$ cat src/rtl/pong_match_engine.sv
// Frame-tick driven pong core: paddle motion, ball physics, scoring, match timer
// and the IDLE -> SERVE -> PLAY -> OVER match sequence, all as registered outputs.
module pong_match_engine #(
    parameter int H_RES          = 640,
    parameter int V_RES          = 480,
    parameter int PADDLE_H       = 80,
    parameter int PADDLE_W       = 8,
    parameter int P1_X           = 32,
    parameter int P2_X           = 600,
    parameter int PADDLE_STEP    = 4,
    parameter int BALL_SIZE      = 8,
    parameter int BALL_SPEED     = 2,
    parameter int SERVE_FRAMES   = 60,
    parameter int FRAMES_PER_SEC = 60,
    parameter int WIN_SCORE      = 9,
    parameter int MATCH_SECS     = 0
) (
    input  logic       clk,
    input  logic       reset,
    input  logic       refresh_tick,
    input  logic       start,
    input  logic       up1,
    input  logic       down1,
    input  logic       up2,
    input  logic       down2,
    output logic [9:0] paddle1_y,
    output logic [9:0] paddle2_y,
    output logic [9:0] ball_x,
    output logic [9:0] ball_y,
    output logic [3:0] score_player1,
    output logic [3:0] score_player2,
    output logic [5:0] seconds,
    output logic [1:0] state,
    output logic [1:0] winner,
    output logic       ball_visible
);

    localparam logic [9:0] PADDLE_MAX = 10'(V_RES - PADDLE_H);
    localparam logic [9:0] PADDLE_MID = 10'((V_RES - PADDLE_H) / 2);
    localparam logic [9:0] BALL_X_MID = 10'((H_RES - BALL_SIZE) / 2);
    localparam logic [9:0] BALL_Y_MID = 10'((V_RES - BALL_SIZE) / 2);
    localparam logic [9:0] BALL_Y_MAX = 10'(V_RES - BALL_SIZE);
    localparam logic [9:0] P1_FACE    = 10'(P1_X + PADDLE_W);
    localparam logic [9:0] P2_FACE    = 10'(P2_X);
    localparam logic [9:0] P2_STOP    = 10'(P2_X - BALL_SIZE);
    localparam logic [9:0] STEP       = 10'(PADDLE_STEP);
    localparam logic [9:0] SPD        = 10'(BALL_SPEED);
    localparam logic [9:0] BSZ        = 10'(BALL_SIZE);
    localparam logic [9:0] PH         = 10'(PADDLE_H);
    localparam logic [9:0] HRES       = 10'(H_RES);
    localparam logic [3:0] WIN        = 4'(WIN_SCORE);
    localparam logic [5:0] LIMIT      = 6'(MATCH_SECS);

    localparam int SERVE_W = (SERVE_FRAMES > 1) ? $clog2(SERVE_FRAMES) : 1;
    localparam int FRAME_W = (FRAMES_PER_SEC > 1) ? $clog2(FRAMES_PER_SEC) : 1;
    localparam logic [SERVE_W-1:0] SERVE_LAST = SERVE_W'(SERVE_FRAMES - 1);
    localparam logic [FRAME_W-1:0] FRAME_LAST = FRAME_W'(FRAMES_PER_SEC - 1);

    typedef enum logic [1:0] {
        S_IDLE  = 2'd0,
        S_SERVE = 2'd1,
        S_PLAY  = 2'd2,
        S_OVER  = 2'd3
    } state_t;

    state_t             state_q;
    logic               dx;
    logic               dy;
    logic [SERVE_W-1:0] serve_cnt;
    logic [FRAME_W-1:0] frame_cnt;

    assign state = state_q;

    function automatic logic [9:0] paddle_move(input logic [9:0] y, input logic up,
                                               input logic dn);
        paddle_move = y;
        if (up && !dn) begin
            paddle_move = (y < STEP) ? 10'd0 : y - STEP;
        end else if (dn && !up) begin
            paddle_move = (y + STEP >= PADDLE_MAX) ? PADDLE_MAX : y + STEP;
        end
    endfunction

    logic [9:0] p1_next;
    logic [9:0] p2_next;
    logic [9:0] bx_mv;
    logic [9:0] by_mv;
    logic       dx_mv;
    logic       dy_mv;
    logic       overlap1;
    logic       overlap2;
    logic       point_p1;
    logic       point_p2;
    logic [3:0] s1_new;
    logic [3:0] s2_new;
    logic       win_hit;
    logic       sec_event;
    logic [5:0] sec_new;
    logic [FRAME_W-1:0] frame_new;
    logic       timeout;
    logic [1:0] time_winner;

    always_comb begin
        p1_next = paddle_move(paddle1_y, up1, down1);
        p2_next = paddle_move(paddle2_y, up2, down2);

        by_mv = ball_y;
        dy_mv = dy;
        if (dy) begin
            if (ball_y + SPD >= BALL_Y_MAX) begin
                by_mv = BALL_Y_MAX;
                dy_mv = 1'b0;
            end else begin
                by_mv = ball_y + SPD;
            end
        end else begin
            if (ball_y <= SPD) begin
                by_mv = 10'd0;
                dy_mv = 1'b1;
            end else begin
                by_mv = ball_y - SPD;
            end
        end

        // Collision tests use the paddle rows as they stood before this tick's move.
        overlap1 = (ball_y + BSZ > paddle1_y) && (ball_y < paddle1_y + PH);
        overlap2 = (ball_y + BSZ > paddle2_y) && (ball_y < paddle2_y + PH);
        bx_mv    = ball_x;
        dx_mv    = dx;
        point_p1 = 1'b0;
        point_p2 = 1'b0;
        if (!dx) begin
            if (ball_x >= P1_FACE && ball_x <= P1_FACE + SPD && overlap1) begin
                bx_mv = P1_FACE;
                dx_mv = 1'b1;
            end else if (ball_x < SPD) begin
                point_p2 = 1'b1;
            end else begin
                bx_mv = ball_x - SPD;
            end
        end else begin
            if (ball_x + BSZ <= P2_FACE && ball_x + BSZ + SPD >= P2_FACE && overlap2) begin
                bx_mv = P2_STOP;
                dx_mv = 1'b0;
            end else if (ball_x + BSZ + SPD > HRES) begin
                point_p1 = 1'b1;
            end else begin
                bx_mv = ball_x + SPD;
            end
        end

        s1_new  = score_player1 + {3'b000, point_p1};
        s2_new  = score_player2 + {3'b000, point_p2};
        win_hit = (point_p1 && s1_new == WIN) || (point_p2 && s2_new == WIN);

        sec_event = (frame_cnt == FRAME_LAST);
        frame_new = sec_event ? '0 : frame_cnt + 1'b1;
        sec_new   = seconds;
        if (sec_event && seconds != 6'd63) begin
            sec_new = seconds + 6'd1;
        end
        timeout = (MATCH_SECS != 0) && sec_event && (sec_new == LIMIT);

        // The time-out verdict sees the scores including any point from this tick.
        if (s1_new > s2_new) begin
            time_winner = 2'd1;
        end else if (s2_new > s1_new) begin
            time_winner = 2'd2;
        end else begin
            time_winner = 2'd3;
        end
    end

    always_ff @(posedge clk) begin
        if (reset) begin
            state_q       <= S_IDLE;
            paddle1_y     <= PADDLE_MID;
            paddle2_y     <= PADDLE_MID;
            ball_x        <= BALL_X_MID;
            ball_y        <= BALL_Y_MID;
            dx            <= 1'b1;
            dy            <= 1'b1;
            score_player1 <= 4'd0;
            score_player2 <= 4'd0;
            seconds       <= 6'd0;
            winner        <= 2'd0;
            ball_visible  <= 1'b0;
            serve_cnt     <= '0;
            frame_cnt     <= '0;
        end else begin
            case (state_q)
                S_IDLE, S_OVER: begin
                    if (start) begin
                        state_q       <= S_SERVE;
                        score_player1 <= 4'd0;
                        score_player2 <= 4'd0;
                        seconds       <= 6'd0;
                        winner        <= 2'd0;
                        ball_x        <= BALL_X_MID;
                        ball_y        <= BALL_Y_MID;
                        dx            <= 1'b1;
                        serve_cnt     <= '0;
                        frame_cnt     <= '0;
                        ball_visible  <= 1'b1;
                    end
                end
                S_SERVE: begin
                    if (refresh_tick) begin
                        paddle1_y <= p1_next;
                        paddle2_y <= p2_next;
                        if (serve_cnt == SERVE_LAST) begin
                            state_q   <= S_PLAY;
                            serve_cnt <= '0;
                        end else begin
                            serve_cnt <= serve_cnt + 1'b1;
                        end
                    end
                end
                S_PLAY: begin
                    if (refresh_tick) begin
                        paddle1_y     <= p1_next;
                        paddle2_y     <= p2_next;
                        ball_y        <= by_mv;
                        dy            <= dy_mv;
                        frame_cnt     <= frame_new;
                        seconds       <= sec_new;
                        score_player1 <= s1_new;
                        score_player2 <= s2_new;
                        if (win_hit) begin
                            state_q      <= S_OVER;
                            winner       <= point_p1 ? 2'd1 : 2'd2;
                            ball_visible <= 1'b0;
                            ball_x       <= BALL_X_MID;
                            ball_y       <= BALL_Y_MID;
                        end else if (point_p1 || point_p2) begin
                            ball_x    <= BALL_X_MID;
                            ball_y    <= BALL_Y_MID;
                            dx        <= point_p1;
                            serve_cnt <= '0;
                            if (timeout) begin
                                state_q      <= S_OVER;
                                winner       <= time_winner;
                                ball_visible <= 1'b0;
                            end else begin
                                state_q <= S_SERVE;
                            end
                        end else begin
                            ball_x <= bx_mv;
                            dx     <= dx_mv;
                            if (timeout) begin
                                state_q      <= S_OVER;
                                winner       <= time_winner;
                                ball_visible <= 1'b0;
                            end
                        end
                    end
                end
                default: state_q <= S_IDLE;
            endcase
        end
    end

endmodule

$ cat config.mk
export PLATFORM = sky130hd
export DESIGN_NAME = pong_match_engine
export DESIGN_NICKNAME = d
export VERILOG_FILES = /design/src/rtl/pong_match_engine.sv
export SDC_FILE = /design/constraint.sdc
export NUM_CORES = 1
export LEC_CHECK = 0
export BUFFER_PORTS_ARGS = -buffer_cell sky130_fd_sc_hd__buf_2
export CORE_UTILIZATION = 51
export DETAILED_ROUTE_END_ITERATION = 16
export PLACE_DENSITY = 0.79
export SLEW_MARGIN = 20
export SYNTH_ARGS = -nofsm -noshare
export SYNTH_HDL_FRONTEND = slang
export SYNTH_SLANG_ARGS = --single-unit
$ cat constraint.sdc
create_clock -name clk -period 8.4 [get_ports clk]
set_clock_uncertainty 0.05 [all_clocks]
set_input_delay 2.52 -clock clk [delete_from_list [all_inputs] [get_ports clk]]
set_output_delay 2.52 -clock clk [all_outputs]
set_load 0.005 [all_outputs]
==> flow_summary.yaml <==
global_routing:
  track_usage_pct: 25.9
  grt_pass1_wl_mm: 26.7
  globalRouteMet2Util_pct: 41.1
  initial_antenna_violation_count: 0
  globalRouteOverflowTotal: 0
  grt_pass1_vias: 5498
  met3_usage_pct: 5.12
  grt_max_degree: 51
  globalRouteMet1Util_pct: 34.9
  global_route.peak_usage_layer: "met2"
clock_tree:
  cts-htree-levels: 3
  ctsRootBufferMaster: "sky130_fd_sc_hd__clkbuf_16"
  cts_buffers: 9
  ctsHoldBuffers: 0
  setup_bufs_post_cts: 0
  deepest_clock_path_buffer_count: 2
  clk_transition_reported_paths_ns: 0.06
  cts_tree: "done"
  clk_latency_ns: 0.35
  clk_sinks: 67
  cts_repair_resize_count: 0
sta:
  timing_max_transition_violations_final: 0
  setup_viol_count_final: 0
  hold-worst-slack_ns: 0.429
  tightest_slew_ns: 0.888
  finalHoldViolCount: 0
  period_needed_ns: 5.40
  max_freq_mhz: 185
  unrepaired_setup_endpoints_after_global_routing: "no"
  layout_worst_path_cycle_share_pct: 64.3
  final_ws_setup_ns: 3.00
  setup_total_negative_slack_ns: 0
  slew_headroom_pct: 40.3
detailed_routing:
  drt-pass1-iter-count: 11
  drc_errors: 2
  average_routed_wire_per_standard_cell_um: 16.0
  drt_iter0_markers: 488
  antenna_violating_nets_post_route: 0
  num_vias: 6124
  routed_via_density: 6.20
  routed_wirelength_mm: 15.8
synth:
  synth.yosys.seq_area_share_pct: 21.8
  synthTopCellsByCount: "sky130_fd_sc_hd__nand2_1 (68), sky130_fd_sc_hd__dfxtp_1 (67), sky130_fd_sc_hd__nor2_1 (64), sky130_fd_sc_hd__ha_1 (63), sky130_fd_sc_hd__a21oi_1 (56)"
  postSynth.topFlopCell: "sky130_fd_sc_hd__dfxtp_1"
  ys_async_sr_fraction_pct: 0
  syn-cell-area_mm2: 0.00614
  post_synth_num_cell_types: 81
  synth_edf_count: 0
  yosys_register_bits: 67
  synth_largest_type_area_fraction_pct: 21.8
  post_synth.cell_area_avg_um2: 7.50
  post_synth_main_area_contributors: "sky130_fd_sc_hd__dfxtp_1 (22%), sky130_fd_sc_hd__ha_1 (13%), sky130_fd_sc_hd__xnor2_1 (5.1%), sky130_fd_sc_hd__a21oi_1 (4.6%), sky130_fd_sc_hd__nand2_1 (4.2%)"
  yosys.area.top_type: "sky130_fd_sc_hd__dfxtp_1"
  synth_cells: 819
  synth_most_common_cell: "sky130_fd_sc_hd__nand2_1"
  synth_warnings: 0
critical_path:
  rr_startpoint: "ball_y[3]"
  ff2ff_path_depth: 18
  worst-endpoint-arrival_ns: 5.58
  setup_crit_path_kind: "flip-flop to flip-flop"
  setup.worst_path.end_class: "flip-flop"
  reg2reg_to: "serve_cnt[0]"
  crit_fanout: 13
  cp-start-kind: "flip-flop"
  timing.reg2reg.setup_slack_ns: 3.00
  critPathRequiredTime_ns: 8.58
floorplanning:
  start_util_pct: 53.1
  boundaryPins: 67
  placeableCoreArea_mm2: 0.0116
  placementRows: 39
  die_width_um: 112
  die_h_um: 112
  design.die.area_mm2: 0.0125
cells_and_area:
  final_net_count: 911
  flow.area_growth_from_synthesis_pct: 8.56
  insertedDiodeCount: 0
  post_route_cells_drive_above_1_share_pct: 11.4
  final_cell_area_mm2: 0.00667
  layout.filler_cells: 1094
placement:
  place.detailed.hpwl_mm: 11.3
  place.port_buffers: 60
  postPlaceCellArea_mm2: 0.00640
  dp_worst_setup_slack_ns: 3.14
  gp_routability_congestion: 0.880
pwr:
  p_leak_nw: 2.65
  maximum_resistive_drop_on_vdd_uv: 117
  p_per_area_mw_per_mm2: 162
run_status:
  failed_checks: "design-rule violations"
  run_status: "finished with violations"
hold_path:
  worst_hold_class: "flip-flop to flip-flop"
  hold_path_end: "serve_cnt[1]"
  timing.hold.worst_path_depth: 2
  start_point_of_the_worst_hold_path: "serve_cnt[1]"
flow_run:
  max-cap-violations: 0
-- worst max-delay path by stage --
stage / from / to / slack (ns) / depth (start not counted)
after floorplan: ball_y[6] / serve_cnt[0] / 3.98 / 19
after global placement: ball_y[3] / serve_cnt[0] / 3.20 / 17
after detailed placement: ball_y[3] / serve_cnt[0] / 3.14 / 17
after CTS: ball_y[3] / serve_cnt[0] / 3.08 / 17
after global routing: ball_y[3] / serve_cnt[0] / 2.68 / 17
final: ball_y[3] / serve_cnt[0] / 3.00 / 18
-- metal layers --
layer / up-vias / routed length, µm
met1: 2879 / 7570
met2: 184 / 7140
met3: 26 / 804
met4: 0 / 264
li1: 3035 / -
met5: - / 0
-- stage by stage --
stage          std cells  total power [mW]  util (%)
2_1_floorplan        824             0.641         -
4_1_cts              988              1.08      57.6
3_5_place_dp         972             0.734      55.4
5_1_grt              988              1.15      57.6
3_3_place_gp         972             0.729      55.4
6_report             988              1.08      57.6
-- state kept, by name, summed over array words and instances, names as in the netlist --
signal,count
ball_x,9
ball_y,9
paddle1_y,8
paddle2_y,8
frame_cnt,6
seconds,6
serve_cnt,6
score_player1,4
score_player2,4
state,2
winner,2
ball_visible,1
dx,1
dy,1
-- cells in the final DEF (no fill, tap or decap), drive strengths merged, types with 27 or more instances in the layout --
cell type,instances
dfxtp,67
nand3,39
inv,42
xnor2,36
buf,62
o21ai,45
nor2,64
a21oi,57
ha,63
nand2,68
nor3,27
-- worst max-delay path, stage by stage (launching register included) --
cell and delay, ns:
sky130_fd_sc_hd__dfxtp_1 0.63, sky130_fd_sc_hd__ha_1 0.35, sky130_fd_sc_hd__nand3_1 0.13, sky130_fd_sc_hd__xnor2_1 0.25, sky130_fd_sc_hd__ha_1 0.28, sky130_fd_sc_hd__a21o_1 0.16
sky130_fd_sc_hd__a21oi_1 0.16, sky130_fd_sc_hd__nor2b_1 0.06, sky130_fd_sc_hd__o311ai_0 0.71, sky130_fd_sc_hd__nor3_1 0.23, sky130_fd_sc_hd__a21o_4 0.30, sky130_fd_sc_hd__inv_4 0.11
sky130_fd_sc_hd__ha_1 0.19, sky130_fd_sc_hd__nand3_1 0.10, sky130_fd_sc_hd__xor2_1 0.17, sky130_fd_sc_hd__nor4b_1 0.65, sky130_fd_sc_hd__a21o_1 0.29, sky130_fd_sc_hd__a21boi_2 0.11
sky130_fd_sc_hd__mux2_1 0.35
-- cell families after synthesis --
group / count (synthesis) / share of synthesized area (%)
simple gates: 302 / 25.3
compound gates: 227 / 24.8
buf+inv: 102 / 6.89
flops: 67 / 21.8
fa+ha+maj: 63 / 12.8
xor+xnor: 53 / 7.56
mux: 4 / 0.693
other cells: 1 / 0.0611
-- report_power, final --
group / switching (mW) / internal, mW / leakage, nW
logic: 0.227 / 0.135 / 1.98
clock network: 0.146 / 0.199 / 0.119
registers: 0.0346 / 0.336 / 0.542
-- area by class of cell --
type	count	area, µm²	share of cell area, %
multi-input combinational	655	4390	65.9
clock buffer	12	236	3.55
sequential	67	1340	20.1
inverter	45	171	2.57
timing repair buffer	62	315	4.73
clock inverter	4	27.5	0.413
tap	143	179	2.68
Note: power is estimated with default switching activity, not from simulation.
